**src/rtl/interface_o.sv**
```systemverilog
// Store-side peripheral decoder: VOL/LED registers, MP3 word FIFO, SD command handshake.
// Define IFACE_O_STATUS_EN to drive the STATUS word; otherwise STATUS is tied to zero.
module interface_o #(
  parameter int unsigned FIFO_DEPTH = 8,
  parameter int unsigned FIFO_AW    = 3
) (
  input  logic        CLK,
  input  logic        RST_N,
  input  logic [31:0] ADDR,
  input  logic [31:0] DATA_W,
  input  logic        WE,
  output logic        DMEM_WE,
  output logic        STALL,
  output logic [31:0] VOL_REG,
  output logic [31:0] LED_REG,
  output logic [31:0] MP3_DATA,
  output logic        MP3_VALID,
  input  logic        MP3_READY,
  output logic [31:0] SD_CMD,
  output logic        SD_CMD_VALID,
  input  logic        SD_CMD_READY,
  output logic [31:0] STATUS
);

  localparam logic [11:0] AddrVol = 12'h804;
  localparam logic [11:0] AddrLed = 12'h80C;
  localparam logic [11:0] AddrMp3 = 12'h840;
  localparam logic [11:0] AddrSd  = 12'h844;
  localparam logic [11:0] AddrCtl = 12'h848;

  localparam logic [FIFO_AW:0]   DepthCnt = FIFO_DEPTH[FIFO_AW:0];
  localparam logic [FIFO_AW:0]   CntOne   = {{FIFO_AW{1'b0}}, 1'b1};
  localparam logic [FIFO_AW-1:0] PtrOne   = {{(FIFO_AW-1){1'b0}}, 1'b1};

  typedef enum logic [0:0] {StIdle, StPend} sd_state_e;

  // ---------------------------------------------------------------------------
  // Address decode
  // ---------------------------------------------------------------------------
  logic hit_vol, hit_led, hit_mp3, hit_sd, hit_ctl, hit_any;

  assign hit_vol = (ADDR[11:0] == AddrVol);
  assign hit_led = (ADDR[11:0] == AddrLed);
  assign hit_mp3 = (ADDR[11:0] == AddrMp3);
  assign hit_sd  = (ADDR[11:0] == AddrSd);
  assign hit_ctl = (ADDR[11:0] == AddrCtl);
  assign hit_any = hit_vol | hit_led | hit_mp3 | hit_sd | hit_ctl;

  // Only the low 12 address bits take part in peripheral decode.
  logic unused_addr;
  assign unused_addr = ^ADDR[31:12];

  // ---------------------------------------------------------------------------
  // State declarations
  // ---------------------------------------------------------------------------
  sd_state_e sd_state_q;

  logic [FIFO_AW-1:0] wr_ptr_q, wr_ptr_d;
  logic [FIFO_AW-1:0] rd_ptr_q, rd_ptr_d;
  logic [FIFO_AW:0]   count_q, count_d;
  logic [31:0]        mem_q [FIFO_DEPTH];

  logic fifo_full, fifo_empty, sd_pend;
  logic push, pop, flush;

  assign fifo_full  = (count_q == DepthCnt);
  assign fifo_empty = (count_q == '0);
  assign sd_pend    = (sd_state_q == StPend);

  // ---------------------------------------------------------------------------
  // CPU-facing handshake
  // ---------------------------------------------------------------------------
  assign STALL   = WE & ((hit_mp3 & fifo_full) | (hit_sd & sd_pend));
  assign DMEM_WE = WE & ~hit_any;

  // ---------------------------------------------------------------------------
  // Plain peripheral registers
  // ---------------------------------------------------------------------------
  always_ff @(posedge CLK or negedge RST_N) begin
    if (!RST_N) begin
      VOL_REG <= '0;
      LED_REG <= '0;
    end else begin
      if (WE && hit_vol) VOL_REG <= DATA_W;
      if (WE && hit_led) LED_REG <= DATA_W;
    end
  end

  // ---------------------------------------------------------------------------
  // MP3 FIFO
  // ---------------------------------------------------------------------------
  // Push is gated by full alone, so a same-cycle pop never frees a slot early.
  assign push  = WE & hit_mp3 & ~fifo_full;
  assign pop   = MP3_VALID & MP3_READY;
  assign flush = WE & hit_ctl & DATA_W[0];

  always_comb begin
    wr_ptr_d = wr_ptr_q;
    rd_ptr_d = rd_ptr_q;
    count_d  = count_q;
    if (flush) begin
      wr_ptr_d = '0;
      rd_ptr_d = '0;
      count_d  = '0;
    end else begin
      if (push) wr_ptr_d = wr_ptr_q + PtrOne;
      if (pop)  rd_ptr_d = rd_ptr_q + PtrOne;
      if (push && !pop)      count_d = count_q + CntOne;
      else if (pop && !push) count_d = count_q - CntOne;
    end
  end

  always_ff @(posedge CLK or negedge RST_N) begin
    if (!RST_N) begin
      wr_ptr_q <= '0;
      rd_ptr_q <= '0;
      count_q  <= '0;
    end else begin
      wr_ptr_q <= wr_ptr_d;
      rd_ptr_q <= rd_ptr_d;
      count_q  <= count_d;
    end
  end

  // Storage needs no reset: contents are only visible while count is non-zero.
  always_ff @(posedge CLK) begin
    if (push) mem_q[wr_ptr_q] <= DATA_W;
  end

  assign MP3_DATA  = mem_q[rd_ptr_q];
  assign MP3_VALID = ~fifo_empty;

  // ---------------------------------------------------------------------------
  // SD command FSM
  // ---------------------------------------------------------------------------
  always_ff @(posedge CLK or negedge RST_N) begin
    if (!RST_N) begin
      sd_state_q   <= StIdle;
      SD_CMD       <= '0;
      SD_CMD_VALID <= 1'b0;
    end else begin
      unique case (sd_state_q)
        StIdle: begin
          if (WE && hit_sd) begin
            SD_CMD       <= DATA_W;
            SD_CMD_VALID <= 1'b1;
            sd_state_q   <= StPend;
          end
        end
        StPend: begin
          // SD_CMD keeps the last command after the handshake completes.
          if (SD_CMD_READY) begin
            SD_CMD_VALID <= 1'b0;
            sd_state_q   <= StIdle;
          end
        end
        default: begin
          SD_CMD_VALID <= 1'b0;
          sd_state_q   <= StIdle;
        end
      endcase
    end
  end

  // ---------------------------------------------------------------------------
  // Status word
  // ---------------------------------------------------------------------------
`ifdef IFACE_O_STATUS_EN
  logic [7:0] count_ext;
  assign count_ext = {{(7 - FIFO_AW){1'b0}}, count_q};
  assign STATUS    = {16'b0, count_ext, 5'b0, sd_pend, fifo_full, fifo_empty};
`else
  assign STATUS = '0;
`endif

endmodule

```
**config.mk**
```make
export PLATFORM = sky130hd
export DESIGN_NAME = interface_o
export DESIGN_NICKNAME = d
export VERILOG_FILES = /design/src/rtl/interface_o.sv
export SDC_FILE = /design/constraint.sdc
export NUM_CORES = 1
export LEC_CHECK = 0
export ABC_AREA = 1
export CAP_MARGIN = 10
export CORE_MARGIN = 2
export CORE_UTILIZATION = 30
export CTS_CLUSTER_DIAMETER = 80
export DETAILED_ROUTE_END_ITERATION = 8
export HOLD_SLACK_MARGIN = 0.06
export PLACE_DENSITY_LB_ADDON = 0.15
export SETUP_SLACK_MARGIN = 0.05
export SLEW_MARGIN = 0
export SYNTH_ARGS = -nofsm -noshare
export SYNTH_HDL_FRONTEND = slang
export SYNTH_SLANG_ARGS = --single-unit
```
**constraint.sdc**
```tcl
create_clock -name CLK -period 4.1 [get_ports CLK]
set_input_delay 0.615 -clock CLK [delete_from_list [all_inputs] [get_ports CLK]]
set_output_delay 0.615 -clock CLK [all_outputs]
set_load 0.01 [all_outputs]
```
=== Word level (Yosys, flattened, before mapping) ===
Memories as Yosys holds them, arrays and structs flattened.
Index checks and enable logic that the tools add are counted.

* Bits in registers: 108
* Bits in writable memories: 256
* Bits of input ports: 69
* Output and inout port bits: 164
* Logic and storage cells: 67
* Memories: 1

* Add/sub/neg operators: 4
* Equal/unequal tests: 8
* Mux-type cells: 15
* Bitwise gates (word level): 18
* Reduce and logical (&&, ||, !) cells: 13

{| class="wikitable"
|+ Memory list
! name !! words !! bits a word !! read ports !! clocked after Yosys merged registers in !! wr ports !! RTL line !! RTL
|-
| mem_q || 8 || 32 || 1 || 0 || 1 || 61 || <nowiki>logic [31:0] mem_q [FIFO_DEPTH];</nowiki>
|}

{| class="wikitable"
|+ Operators with widths
! operator !! count
|-
| 12-bit == test (second input constant) || 5
|-
| 3-bit 2-to-1 mux || 4
|-
| 4-bit 2-to-1 mux || 3
|-
| 1-bit bitwise AND || 9
|-
| 3-bit by 1-bit adder with 3-bit output (second input constant) || 2
|-
| 1-bit 2-to-1 mux || 6
|-
| 1-bit logical AND || 5
|-
| 1-bit bitwise OR || 5
|-
| 4-bit by 1-bit adder with 4-bit output (second input constant) || 1
|-
| 4-bit == test (second input constant) || 1
|-
| 4-bit logical NOT || 1
|-
| 2-bit != test (second input constant) || 2
|-
| 1-bit inverter || 4
|-
| 1-bit one-hot mux with 2 select lines || 2
|-
| 2-bit AND reduction || 2
|-
| 2-bit nonzero test || 2
|-
| 4-bit by 1-bit subtractor with 4-bit output (second input constant) || 1
|-
| 3-bit nonzero test || 1
|-
| 1-bit logical NOT || 2
|}

=== Depth between registers and ports, before layout ===
Gate-level depths: netlist (run 1).

* Word-level depth: 8
* Gate-level depth with buffers: 16

=== Worst setup path after synthesis (run 1) ===
No wires, ideal clock.

* Path type: input-to-reg
* Start point: input port ADDR[10]
* End point: memory mem_q[3][0] (enable)
* Library setup time: 0.461 ns
* Data arrival time: 3.500 ns
* Required time: 3.639 ns
* Setup slack: 0.139 ns
* Cell stages on the path: 7
* Cell sequence: inv_1 nand2_1 nor2_2 nand3_1 nor2_2 nand2_1 nor3_1

* Word-level cells in the longest chain between the ends: 5

{| class="wikitable"
|+ RTL lines
! item !! RTL line !! RTL
|-
| start: declaration || 9 || <nowiki>input logic [31:0] ADDR,</nowiki>
|-
| 12-bit == test || 44 || <nowiki>assign hit_mp3 = (ADDR[11:0] == AddrMp3);</nowiki>
|-
| 1-bit bitwise AND (2 in series) || 93 || <nowiki>assign push = WE & hit_mp3 & ~fifo_full;</nowiki>
|-
| 1-bit 2-to-1 mux || 127 || <nowiki>if (push) mem_q[wr_ptr_q] <= DATA_W;</nowiki>
|-
| 1-bit 2-to-1 mux (implied by the code) || 127 ||
|-
| end: declaration || 61 ||
|}

No other way between the ends.

=== Final worst setup path (run 1) ===
* Start point: register rd_ptr_q[0]
* End point: output port MP3_DATA[20]

* Word-level cells in the longest chain between the ends: 1

{| class="wikitable"
|+ RTL lines
! item !! RTL line !! RTL
|-
| start: declaration || 59 || <nowiki>logic [FIFO_AW-1:0] rd_ptr_q, rd_ptr_d;</nowiki>
|-
| start signal: assignment || 120 || <nowiki>rd_ptr_q <= rd_ptr_d;</nowiki>
|-
| memory 8 x 32 bit || n/a ||
|-
| end: declaration || 16 || <nowiki>output logic [31:0] MP3_DATA,</nowiki>
|}

No other way between the ends.

==> results of run 1 <==
sequential cells by signal (all words and copies together) (netlist names):
register	count
mem_q	256
LED_REG	32
SD_CMD	32
VOL_REG	32
count_q	4
rd_ptr_q	3
wr_ptr_q	3
SD_CMD_VALID	1
sd_pend	1
routing by layer:
| layer | up-vias | global-route usage | wire, um |
|---|---|---|---|
| met4 | 0 | 0.03350 | 590 |
| met1 | 4657 | 0.2064 | 18400 |
| met3 | 44 | 0.04563 | 2784 |
| met5 | - | 0 | 0 |
| li1 | 4661 | - | - |
| met2 | 224 | 0.2277 | 17020 |
stage by stage:
step / power (mW) / setup WS, ps
4_1_cts: 10.74 / 520.5
2_1_floorplan: 5.924 / 139.2
3_3_place_gp: 7.193 / 1026
5_1_grt: 11.16 / 387.3
6_report: 10.56 / 621.3
3_5_place_dp: 7.207 / 960.3
final timing paths:
check                                  from      endpoint  slack (ps)
worst max-delay path            rd_ptr_q[0]  MP3_DATA[20]         620
worst min-delay path                  RST_N   VOL_REG[15]         190
worst max register to register   count_q[3]  mem_q[7][27]        1790
worst min register to register    SD_CMD[3]     SD_CMD[3]         480
max in group asynchronous             RST_N    SD_CMD[10]        3150
min in group CLK                  SD_CMD[3]     SD_CMD[3]         480
layout by cell type (no fill, tap or decap), types with 13 or more instances in the layout:
| cell type | count |
|---|---|
| edfxtp_1 | 256 |
| nor2_1 | 207 |
| nand2_1 | 181 |
| clkdlybuf4s50_1 | 179 |
| dfrtp_1 | 106 |
| inv_1 | 87 |
| o21ai_0 | 68 |
| o32ai_1 | 65 |
| clkbuf_16 | 42 |
| o21ai_1 | 41 |
| a21oi_2 | 32 |
| conb_1 | 32 |
| nor2_2 | 31 |
| o21ai_2 | 23 |
| buf_4 | 22 |
| nand3_1 | 14 |
| clkbuf_1 | 13 |
layout make-up:
| type | count | area (um^2) |
|---|---|---|
| Fill cell | 4911 | 31120 |
| Sequential cell | 364 | 10400 |
| Multi-Input combinational cell | 740 | 3820 |
| Timing Repair Buffer | 206 | 2057 |
| Clock buffer | 55 | 1100 |
| Tap cell | 672 | 840.8 |
| Inverter | 94 | 355.3 |
| Clock inverter | 19 | 171.4 |
power groups by stage:
stage | sequential [mW] | clock (mW) | combinational (mW)
detailed placement | 4.25 | 0 | 2.96
floorplan | 4.09 | 0 | 1.83
global placement | 4.25 | 0 | 2.94
global route | 4.19 | 3.74 | 3.24
CTS | 4.17 | 3.60 | 2.97
finish | 4.17 | 3.50 | 2.89
cell usage after synthesis, drive strengths merged:
| cell | instances | share of area |
|---|---|---|
| nand2 | 193 | 0.050 |
| edfxtp | 256 | 0.51 |
| nand4 | 3 | 0.0012 |
| ha | 4 | 0.0033 |
| buf | 77 | 0.038 |
| o32ai | 65 | 0.038 |
| fa | 1 | 0.0013 |
| o211ai | 1 | 0.00050 |
| nor3 | 11 | 0.0040 |
| nand3b | 1 | 0.00050 |
| o21ai | 132 | 0.050 |
| conb | 1 | 0.00025 |
| inv | 92 | 0.023 |
| clkbuf | 23 | 0.0058 |
| clkinv | 2 | 0.00058 |
| nor2 | 240 | 0.066 |
| a21oi | 39 | 0.021 |
| nand3 | 17 | 0.0071 |
| xnor2 | 1 | 0.00058 |
| dfrtp | 108 | 0.18 |
kinds of logic after synthesis:
| logic type | synth area share |
|---|---|
| fa+ha+maj | 0.004650 |
| other cells | 0.0002488 |
| compound gates | 0.1088 |
| simple gates | 0.1289 |
| flops | 0.6895 |
| xor+xnor | 0.0005813 |
| buf+inv | 0.06742 |
==> run_results.csv, run 1 <==
group,metric,value,unit
synth,ys_seq_area_frac,0.6895,
power_and_ir_drop,pwr-share-comb,0.274,
setup_path,cpPeakStageDelay,670,ps
synth,synth_cell_types,35,
drt,route.detailed.drc,0,
place,post-dp-hpwl,23280,um
synth,synth_seq_cells,364,
floorplan,row_count,82,
synth,synth_area,15070,um^2
power_and_ir_drop,p_sw_frac,0.3128,
sta,skew,10.65,ps
drt,viasPerCell,4.459,
clock_tree,cts_root_buf,"clkbuf_16",
clock_tree,numCtsBuffers,40,
min_path,hold_class,"primary input to asynchronous set/reset pin",
grt,grt-ovfl-total,0,
sta,rsz0062_at_grt,"false",
setup_path,crit_cells,7,
clock_tree,cts_hold_buf,0,
place,io_buffers,180,
floorplan,start_util,0.3022,
grt,grt_pass1_wl,59630,um
floorplan,dieWidth,228.1,um
setup_path,path_cells,"clkinv_2 > buf_12 > nor2_1 > o32ai_1 > nand2_1 > nand2_1 > clkdlybuf4s50_1",
clock_tree,cts_num_sinks,364,
cells_and_area,drive_gt1_frac,0.1346,
sta,fmax,0.2875,GHz
status,outcome,"finished, final reports clean",
setup_path,cp.required,3480,ps
setup_path,critPathTopFamily,"buffers and inverters",
drt,drt_iter0_markers,586,
place,place_area,17470,um^2
floorplan,die_h,228.1,um
drt,detail-route-antenna-nets,0,
cells_and_area,instances_no_fill,2150,
floorplan,dieArea,52040,um^2
sta,setup_viol,0,
clock_tree,post_cts_buffers,0,
sta,worstMarginPinSlew,960.0,ps
sta,setup_tns,0,ps
grt,grt_max_degree,79,
synth,syn_avg_cell_area,11.89,um^2
grt,grt_usage,0.1484,
clock_tree,h-tree-depth,2,
sta,report.final.slew_viol_count,0,
sta,holdWs,186.8,ps
cells_and_area,final_core_util,0.3759,
cells_and_area,final_area,18740,um^2
floorplan,ios,233,
sta,hold_viol,0,
power_and_ir_drop,p_int,7.256,mW
setup_path,cp-end-kind,"output port",
cells_and_area,diodes,0,
sta,post-route-period-util,0.8485,
sta,fin_crit,3479,ps
power_and_ir_drop,p_switching,3.302,mW
drt,dr.pass1.iters,4,
power_and_ir_drop,clockPowerShare,0.331,
grt,grt_antenna_before_repair,0,
clock_tree,cts_tree,"yes",
place,place_inst,2076,
job,drv_cap,0,
synth,yosys_warnings,0,
setup_path,worst_path_most_repeated_cell,"nand2_1",
clock_tree,clk_pin_slew_worst_paths,60,ps
drt,wl_per_cell,18.05,um
drt,wirelength,38800,um
clock_tree,cts-resized-gates,0,
power_and_ir_drop,peakVddDrop,290.2,uV
setup_path,r2r_cells,8,
setup_path,cp_slowest_cell,"dfrtp_4",
floorplan,core_area,49860,um^2
setup_path,worst-setup-path-type,"flop to output port",
synth,synthCells,1267,
drt,vias,9586,
place,gp_routability_congestion,0.7372,
setup_path,arrival,2860,ps
power_and_ir_drop,power.density,563.4,nW/um^2
clock_tree,clockBufferDepth,3,
setup_path,path_max_fanout,78,
cells_and_area,finalNetCount,1520,
grt,grt_pass1_vias,9620,
setup_path,worst_setup_path_start_kind,"flop",
cells_and_area,area_growth,24.37,%
power_and_ir_drop,seqPwrFrac,0.395,
clock_tree,clock_latency,530,ps
setup_path,worst-path-buf-inv,3,
power_and_ir_drop,power_leakage,7.147,nW
sta,slew_headroom,0.3600,
Power figures use the tool's default switching activity.
==> run 2, diff against run 1 <==
==> constraint.sdc (replaced) <==
create_clock -name CLK -period 2.9 [get_ports CLK]
set_input_delay 0.435 -clock CLK [delete_from_list [all_inputs] [get_ports CLK]]
set_output_delay 0.435 -clock CLK [all_outputs]
set_load 0.01 [all_outputs]
==> run 2 against run 1 <==
Critical path depth is the same. Die area did not move. Final area increased by 2.9%. Clock skew is 1.9 ps higher. Wire length rose by 6.0%. Hold slack better by 220 ps. Non-clock buffer count grew 19. Worst setup slack got worse by 390 ps. Global-route usage increased by 0.99 points. Clock-buffer cell count is 8 lower. Critical path type unchanged. Critical endpoint is now MP3_DATA[28]. Largest power group unchanged.
==> run_results.csv, run 2 (synthesis results as in run 1) <==
group,metric,value,unit
status,outcome,"finished, final reports clean",
cells_and_area,largest_reg_flops,256,
setup_path,r2r_cells,13,
setup_path,path_max_fanout,29,
drt,wirelength,41120,um
cells_and_area,area_growth,27.95,%
setup_path,cp-startpoint,"rd_ptr_q[0]",
sta,fmax,0.3742,GHz
grt,grt_max_degree,66,
setup_path,r2r-start,"count_q[1]",
floorplan,row_count,82,
sta,report.final.slew_viol_count,0,
clock_tree,numCtsBuffers,40,
setup_path,worst_setup_path_start_kind,"flop",
floorplan,ios,233,
setup_path,worst-setup-path-type,"flop to output port",
drt,vias,9659,
power_and_ir_drop,seqPwrFrac,0.371,
grt,grt-ovfl-total,0,
grt,grt_pass1_vias,9849,
place,place_ws,88.94,ps
setup_path,cp.required,2470,ps
grt,grt_pass1_wl,62690,um
drt,detail-route-antenna-nets,0,
sta,holdWs,409.3,ps
drt,dr.pass1.iters,4,
sta,slew_headroom,0.5740,
power_and_ir_drop,p_int,10.60,mW
grt,grt_usage,0.1584,
setup_path,r2r_end,"count_q[3]",
floorplan,start_util,0.3022,
sta,post-route-period-util,0.9214,
power_and_ir_drop,power.density,807.0,nW/um^2
sta,skew,12.57,ps
cells_and_area,final_common_cell,"edfxtp_1",
sta,worstMarginPinSlew,637.0,ps
place,post-dp-hpwl,24360,um
sta,rsz0062_at_grt,"false",
clock_tree,cts_num_sinks,364,
setup_path,arrival,2240,ps
clock_tree,cts_tree,"yes",
power_and_ir_drop,power,15.56,mW
cells_and_area,fillers,4864,
cells_and_area,multi_input_area,3846,um^2
cells_and_area,drive_gt1_frac,0.1538,
clock_tree,h-tree-depth,2,
clock_tree,clockBufferDepth,3,
min_path,hold_class,"primary input to asynchronous set/reset pin",
cells_and_area,seq_area,10400,um^2
power_and_ir_drop,pwr-share-comb,0.299,
power_and_ir_drop,peakVddDrop,348.8,uV
drt,route.detailed.drc,0,
setup_path,cp-end-kind,"output port",
floorplan,core_area,49860,um^2
power_and_ir_drop,power_leakage,7.486,nW
clock_tree,clock_latency,530,ps
drt,viasPerCell,4.455,
power_and_ir_drop,clockPowerShare,0.329,
sta,setup_viol,0,
grt,grt_antenna_before_repair,1,
place,place_area,17740,um^2
sta,setup_ws,227.9,ps
floorplan,die_h,228.1,um
drt,drt_iter0_markers,585,
cells_and_area,final_area,19280,um^2
place,io_buffers,180,
power_and_ir_drop,p_switching,4.962,mW
floorplan,dieWidth,228.1,um
floorplan,dieArea,52040,um^2
sta,fin_crit,2672,ps
power_and_ir_drop,p_sw_frac,0.3189,
cells_and_area,layout_common_cells,"edfxtp_1, nor2_1, nand2_1",
cells_and_area,finalNetCount,1539,
cells_and_area,regMostFlops,"mem_q",
sta,hold_viol,0,
job,drv_cap,0,
clock_tree,cts_root_buf,"clkbuf_16",
place,gp_routability_congestion,0.7707,
setup_path,crit_end,"MP3_DATA[28]",
sta,setup_tns,0,ps
setup_path,r2r_setup_slack,680,ps
drt,wl_per_cell,18.96,um
clock_tree,clk_pin_slew_worst_paths,60,ps
==> run 2: through the flow <==
stage                     std cells  utilization
after floorplan                1298            -
after global placement         2086       0.3558
after detailed placement       2086       0.3558
after CTS                      2167       0.3865
after global routing           2167       0.3866
final                          2168       0.3867
==> run 2: worst min-delay path by stage <==
stage / from / end / slack (ps) / cells after the start
6_report: RST_N / VOL_REG[24] / 410 / 2
5_1_grt: RST_N / VOL_REG[16] / 440 / 2
4_1_cts: RST_N / SD_CMD[24] / 400 / 2
3_5_place_dp: RST_N / VOL_REG[24] / 430 / 1
3_3_place_gp: RST_N / SD_CMD[24] / 430 / 1
2_1_floorplan: RST_N / LED_REG[0] / 140 / 0
==> run 2: final cells by class <==
class,count,share of cell area
Antenna cell,1,0.0001298
Clock buffer,47,0.05542
Clock inverter,25,0.01324
Inverter,94,0.01901
Multi-Input combinational cell,740,0.1995
Sequential cell,364,0.5393
Tap cell,672,0.04361
Timing Repair Buffer,225,0.1299
==> run 2: metal layers <==
layer  share of wire  track usage  vias to the layer above
li1                -            -                     4709
met1            0.47       0.2143                     4685
met2            0.46       0.2549                      224
met3           0.063      0.04225                       41
met4           0.014      0.03513                        0
met5               0            0                        -
==> run 2: what timing repair did <==
item	CTS	global route
endpoints found under the hold margin	32	0
hold buffers	1	0
endpoints found under the setup margin	32	1
resized for setup	42	1
gates cloned	4	0
buffers inserted	4	0
==> run 2: power groups by stage <==
| stage | Sequential (mW) | Combinational (mW) | Clock, mW |
|---|---|---|---|
| after CTS | 5.78 | 4.79 | 5.26 |
| after global routing | 5.79 | 5.21 | 5.45 |
| after floorplan | 5.78 | 2.59 | 0 |
| after detailed placement | 5.87 | 4.51 | 0 |
| after global placement | 5.87 | 4.49 | 0 |
| final | 5.78 | 4.65 | 5.13 |
==> run 2: worst max-delay path, cell delays in order (launching register included) <==
cell and delay [ps]:
dfrtp_4 570, clkinv_8 130, buf_16 190, nor2_1 50, o32ai_1 230, nand2_1 90, nand2_1 70, dlygate4sd2_1 370
